==> src/rtl/alu_share_arbiter.sv <==
// Two-requester arbiter that time-shares one external combinational ALU.
// Each operation runs IDLE (grant) -> EXEC (ALU evaluates) -> RESP (held until consumed).
module alu_share_arbiter #(
  parameter int DATA_WIDTH  = 32,
  parameter int ALU_CONTROL = 4
) (
  input  logic                   clk,
  input  logic                   rst_n,
  input  logic                   req0_valid_i,
  input  logic [DATA_WIDTH-1:0]  req0_a_i,
  input  logic [DATA_WIDTH-1:0]  req0_b_i,
  input  logic [ALU_CONTROL-1:0] req0_op_i,
  output logic                   req0_ready_o,
  input  logic                   req1_valid_i,
  input  logic [DATA_WIDTH-1:0]  req1_a_i,
  input  logic [DATA_WIDTH-1:0]  req1_b_i,
  input  logic [ALU_CONTROL-1:0] req1_op_i,
  output logic                   req1_ready_o,
  output logic                   rsp0_valid_o,
  output logic [DATA_WIDTH-1:0]  rsp0_data_o,
  input  logic                   rsp0_ready_i,
  output logic                   rsp1_valid_o,
  output logic [DATA_WIDTH-1:0]  rsp1_data_o,
  input  logic                   rsp1_ready_i,
  output logic [DATA_WIDTH-1:0]  alu_a_o,
  output logic [DATA_WIDTH-1:0]  alu_b_o,
  output logic [ALU_CONTROL-1:0] alu_op_o,
  input  logic [DATA_WIDTH-1:0]  alu_res_i,
  output logic [1:0]             state_o
);

  // Handshakes: a transfer happens in any cycle where valid and ready are both 1;
  // ready never depends on the same-cycle ready of the other side, valid/data
  // are held by the producer until the transfer.
  typedef enum logic [1:0] {IDLE = 2'd0, EXEC = 2'd1, RESP = 2'd2} state_e;

  state_e                 state_q, state_d;
  logic                   ptr_q, ptr_d;
  logic                   owner_q, owner_d;
  logic [DATA_WIDTH-1:0]  a_q, a_d, b_q, b_d, res_q, res_d;
  logic [ALU_CONTROL-1:0] op_q, op_d;

  logic any_valid, gnt_idx, grant, rsp_fire;

  assign any_valid = req0_valid_i | req1_valid_i;
  assign gnt_idx   = (req0_valid_i & req1_valid_i) ? ptr_q : req1_valid_i;
  assign grant     = (state_q == IDLE) & any_valid;
  assign rsp_fire  = (state_q == RESP) & (owner_q ? rsp1_ready_i : rsp0_ready_i);
  assign state_o   = state_q;

  always_ff @(posedge clk or negedge rst_n) begin
    if (!rst_n) begin
      state_q <= IDLE;
      ptr_q   <= 1'b0;
      owner_q <= 1'b0;
      a_q     <= '0;
      b_q     <= '0;
      op_q    <= '0;
      res_q   <= '0;
    end else begin
      state_q <= state_d;
      ptr_q   <= ptr_d;
      owner_q <= owner_d;
      a_q     <= a_d;
      b_q     <= b_d;
      op_q    <= op_d;
      res_q   <= res_d;
    end
  end

  always_comb begin
    state_d = state_q;
    case (state_q)
      IDLE:    if (any_valid) state_d = EXEC;
      EXEC:    state_d = RESP;
      RESP:    if (rsp_fire) state_d = IDLE;
      default: state_d = IDLE;
    endcase
  end

  always_comb begin
    ptr_d   = ptr_q;
    owner_d = owner_q;
    a_d     = a_q;
    b_d     = b_q;
    op_d    = op_q;
    res_d   = res_q;
    if (grant) begin
      ptr_d   = ~gnt_idx;
      owner_d = gnt_idx;
      a_d     = gnt_idx ? req1_a_i  : req0_a_i;
      b_d     = gnt_idx ? req1_b_i  : req0_b_i;
      op_d    = gnt_idx ? req1_op_i : req0_op_i;
    end
    if (state_q == EXEC) res_d = alu_res_i;
  end

  // Ready is gated by rst_n so nothing is granted while reset is held.
  always_comb begin
    req0_ready_o = rst_n & grant & ~gnt_idx;
    req1_ready_o = rst_n & grant & gnt_idx;
    alu_a_o      = '0;
    alu_b_o      = '0;
    alu_op_o     = '0;
    rsp0_valid_o = 1'b0;
    rsp1_valid_o = 1'b0;
    rsp0_data_o  = '0;
    rsp1_data_o  = '0;
    if (state_q == EXEC) begin
      alu_a_o  = a_q;
      alu_b_o  = b_q;
      alu_op_o = op_q;
    end
    if (state_q == RESP) begin
      if (owner_q) begin
        rsp1_valid_o = 1'b1;
        rsp1_data_o  = res_q;
      end else begin
        rsp0_valid_o = 1'b1;
        rsp0_data_o  = res_q;
      end
    end
  end

endmodule

==> config.mk <==
export PLATFORM = sky130hd
export DESIGN_NAME = alu_share_arbiter
export DESIGN_NICKNAME = d
export VERILOG_FILES = /design/src/rtl/alu_share_arbiter.sv
export SDC_FILE = /design/constraint.sdc
export NUM_CORES = 1
export LEC_CHECK = 0
export CORE_MARGIN = 3
export CORE_UTILIZATION = 36
export DETAILED_ROUTE_END_ITERATION = 10
export GPL_ROUTABILITY_DRIVEN = 0
export MAX_ROUTING_LAYER = met4
export PLACE_DENSITY_LB_ADDON = 0.15
export REMOVE_ABC_BUFFERS = 1
export SKIP_LAST_GASP = 1
export SYNTH_ARGS = -nofsm -noshare
export SYNTH_HDL_FRONTEND = slang
export SYNTH_SLANG_ARGS = --single-unit
==> constraint.sdc <==
create_clock -name clk -period 1.5 [get_ports clk]
set_input_delay 0.225 -clock clk [delete_from_list [all_inputs] [get_ports clk]]
set_output_delay 0.225 -clock clk [all_outputs]
set_load 0.01 [all_outputs]
==> flow_metrics.tcl <==
set metrics [dict create \
    place_hpwl_um 14700 \
    swShare_pct 37.51 \
    finalCritPeriodShare_pct 135.0 \
    timing.rr.start "state_o[0]$_DFFE_PN0P_" \
    dieArea_sq_um 17550 \
    fillers 1099 \
    worst_setup_path_start_kind "flip-flop" \
    crit_type "flip-flop to output port" \
    grt-ovfl-total 0 \
    rsz0062_at_grt "true" \
    p_leak_nw 4.769 \
    grtUsageTotal_pct 24.32 \
    yosysWarnings 0 \
    drtIter0Drc 435 \
    ys.flop_type "dfrtp_1" \
    hold_ws_ns 0.02982 \
    area_growth_pct 92.05 \
    drc 0 \
    finalNetCount 1160 \
    ios 312 \
    p_per_area_nw_per_um2 1991 \
    endpoint_kind "output port" \
    drive_gt1_share_pct 40.67 \
    synth_area_leaders "dfrtp_1 (45%), and2_1 (14%), mux2_2 (6.5%)" \
    synth_cell_types 26 \
    worst_slack_ns -0.5248 \
    status "finished with violations" \
    cts.clk_slew.worst_paths_ns 0.07 \
    fin_setup_tns_ns -72.94 \
    grt_pass1_wl_um 33450 \
    grt_max_degree 71 \
    multi_input_area_sq_um 3294 \
    p_int_w 0.01376 \
    ant_nets 0 \
    post-place-ws_ns -0.5303 \
    seq_area_sq_um 2604 \
    r2r-end "a_q[4]$_DFFE_PN0P_" \
    min_period_ns 2.025 \
    num_vias 6666 \
    cts_tree "built" \
    fin_cells 1203 \
    critPathSlowestCell "dfrtp_1" \
    async_flop_share_pct 100.0 \
    syn_area_sq_um 5759 \
    dieWidth_um 132.5 \
    synth-seq-area-share_pct 45.19 \
    initial_core_util_pct 37.33 \
    synthCells 631 \
    crit_arrival_ns 1.80 \
    max_cap_violations 0 \
    first_global_vias 6067 \
    critPathMaxStageDelay_ns 0.41 \
    clkSinkCount 104 \
    synth-edff-count 0 \
    clkPwrFrac_pct 11.8 \
    crit_chain "nand2b_4 > nor2_4 > buf_12 > clkbuf_16 > buf_8 > buf_4 > and2_4 > buf_6" \
    ys_ff_latch 104 \
    clockBufferDepth 2 \
    setup_violations 236 \
    antenna_found_initial 1 \
    clock_latency_ns 0.35 \
    tightestPinTransition_ns 0.8199 \
    relSlewSlack_pct 45.34 \
    comb_power_share_pct 64.3 \
    clockRootBuffer "clkbuf_16" \
    p_switching_w 0.008259 \
    hold_class "input pin to async pin" \
    numCtsBuffers 9 \
    dr.pass1.iters 5 \
    vias_per_cell 5.541 \
    cp_data_required_time_ns 1.27 \
    drt-total-wl_um 27970 \
    synth_top_area_share_pct 45.19 \
    synth.avg_cell_area_sq_um 9.127 \
    failed_checks "setup timing" \
    ir_drop_mv 0.9281 \
    slew_violations 0 \
    htree_levels 3 \
    wire_per_inst_um 23.25 \
    worstPathMaxFanout 8 \
    rows 45 \
    worstRegToRegCells 10 \
    dp.cells 1113 \
    max_freq_ghz 0.4939 \
    core_sq_um 15430 \
    io_buffers 311 \
    rrSetupSlack_ns -0.32 \
    synth_area_leader_cell "dfrtp_1" \
    die_y_um 132.5 \
    clock_skew_ns 0.008907 \
    finalHoldViolCount 0 \
    seqPwrFrac_pct 23.9 \
]
-- routing by layer --
| metal | vias up | wire (um) | share of wire [%] | track usage (%) |
|---|---|---|---|---|
| met5 | - | 0 | 0 | - |
| met4 | 0 | 867 | 3.1 | 7.506 |
| met3 | 64 | 2383 | 8.5 | 5.171 |
| met2 | 422 | 14280 | 51 | 39.05 |
| met1 | 3235 | 10440 | 37 | 30.98 |
| li1 | 2945 | - | - | - |
-- stage by stage --
stage / power [W] / instance area, sq um / utilization (%)
3_3_place_gp: 0.01387 / 9131 / 59.19
5_1_grt: 0.02297 / 11060 / 71.70
4_1_cts: 0.01679 / 9494 / 61.54
2_1_floorplan: 0.008598 / 5418 / -
3_5_place_dp: 0.01412 / 9131 / 59.19
6_report: 0.02202 / 11060 / 71.70
-- worst max-delay path by stage --
stage,to,start,depth (start not counted)
after floorplan,alu_a_o[0],state_o[1]$_DFFE_PN0P_,2
after global placement,req0_ready_o,req0_valid_i,5
after detailed placement,a_q[12]$_DFFE_PN0P_,req0_valid_i,5
after CTS,rsp1_data_o[4],state_o[0]$_DFFE_PN0P_,5
after global routing,rsp0_data_o[5],state_o[0]$_DFFE_PN0P_,8
final,rsp0_data_o[5],state_o[0]$_DFFE_PN0P_,8
-- layout by cell type, fill, tap and decap left out, types with 10 or more instances in the layout --
| cell type | count |
|---|---|
| clkdlybuf4s50_1 | 171 |
| dfrtp_1 | 103 |
| buf_6 | 101 |
| and2_4 | 80 |
| nand3_1 | 68 |
| a21oi_1 | 68 |
| o21ai_0 | 67 |
| and2_1 | 53 |
| a31oi_1 | 48 |
| clkbuf_2 | 39 |
| buf_4 | 31 |
| clkbuf_16 | 29 |
| buf_12 | 21 |
| mux2_4 | 20 |
| buf_2 | 14 |
| mux2_2 | 13 |
| a31oi_4 | 10 |
| a31oi_2 | 10 |
| buf_8 | 10 |
-- worst max-delay path: cells and delay by family (launching register included) --
family,cells,cell delay (ns)
and+or+nand+nor,3,0.46
DFF,1,0.41
buffers and inverters,5,0.57
-- repair_timing --
item,4_1_cts,5_1_grt
pin swaps,2,38
resized for setup,141,556
endpoints found under the setup margin,234,234
cloned,2,29
hold endpoints to repair,1,0
buffers inserted,4,38
hold buffers,1,0
-- sequential cells by signal, indices dropped and copies added, names as in the netlist --
| register | flops |
|---|---|
| a_q | 32 |
| b_q | 32 |
| op_q | 4 |
| owner_q | 1 |
| res_q | 32 |
| ptr_q | 1 |
| state_o | 2 |
-- synthesized netlist by cell type (2+ instances only) --
library cell,count
nor2_1,3
a31oi_1,59
buf_2,13
o21ai_0,67
a21oi_1,68
nand3_1,68
o21ai_1,3
and2_1,132
clkbuf_2,2
inv_1,3
nand2b_1,2
clkbuf_1,47
a31oi_2,9
dfrtp_1,104
mux2_2,33
buf_6,8
-- cell families (layout without fill, tap and decap cells) --
family / count (synthesis) / after routing / synth area share [%]
and+or+nand+nor: 213 / 213 / 21.53
muxes: 33 / 33 / 6.452
buffers and inverters: 73 / 433 / 6.126
AOI/OAI and AO/OA: 208 / 208 / 20.70
other: 0 / 1 / 0
DFF: 104 / 104 / 45.19
-- power groups by stage --
stage	combinational, W	clock [W]	sequential [W]
2_1_floorplan	0.00383	0	0.00477
3_3_place_gp	0.00886	0	0.00501
3_5_place_dp	0.00903	0	0.00509
4_1_cts	0.00914	0.00259	0.00507
5_1_grt	0.0148	0.00274	0.00541
6_report	0.0142	0.00260	0.00526
-- final cells by class --
type,instances,area share [%]
tap,211,2.387
timing repair buffer,414,41.26
antenna,1,0.02262
clock buffer,10,2.161
sequential,104,23.54
inverter,3,0.1018
multi-input combinational,454,29.79
clock inverter,6,0.7466
(Power assumes the default switching activity.)
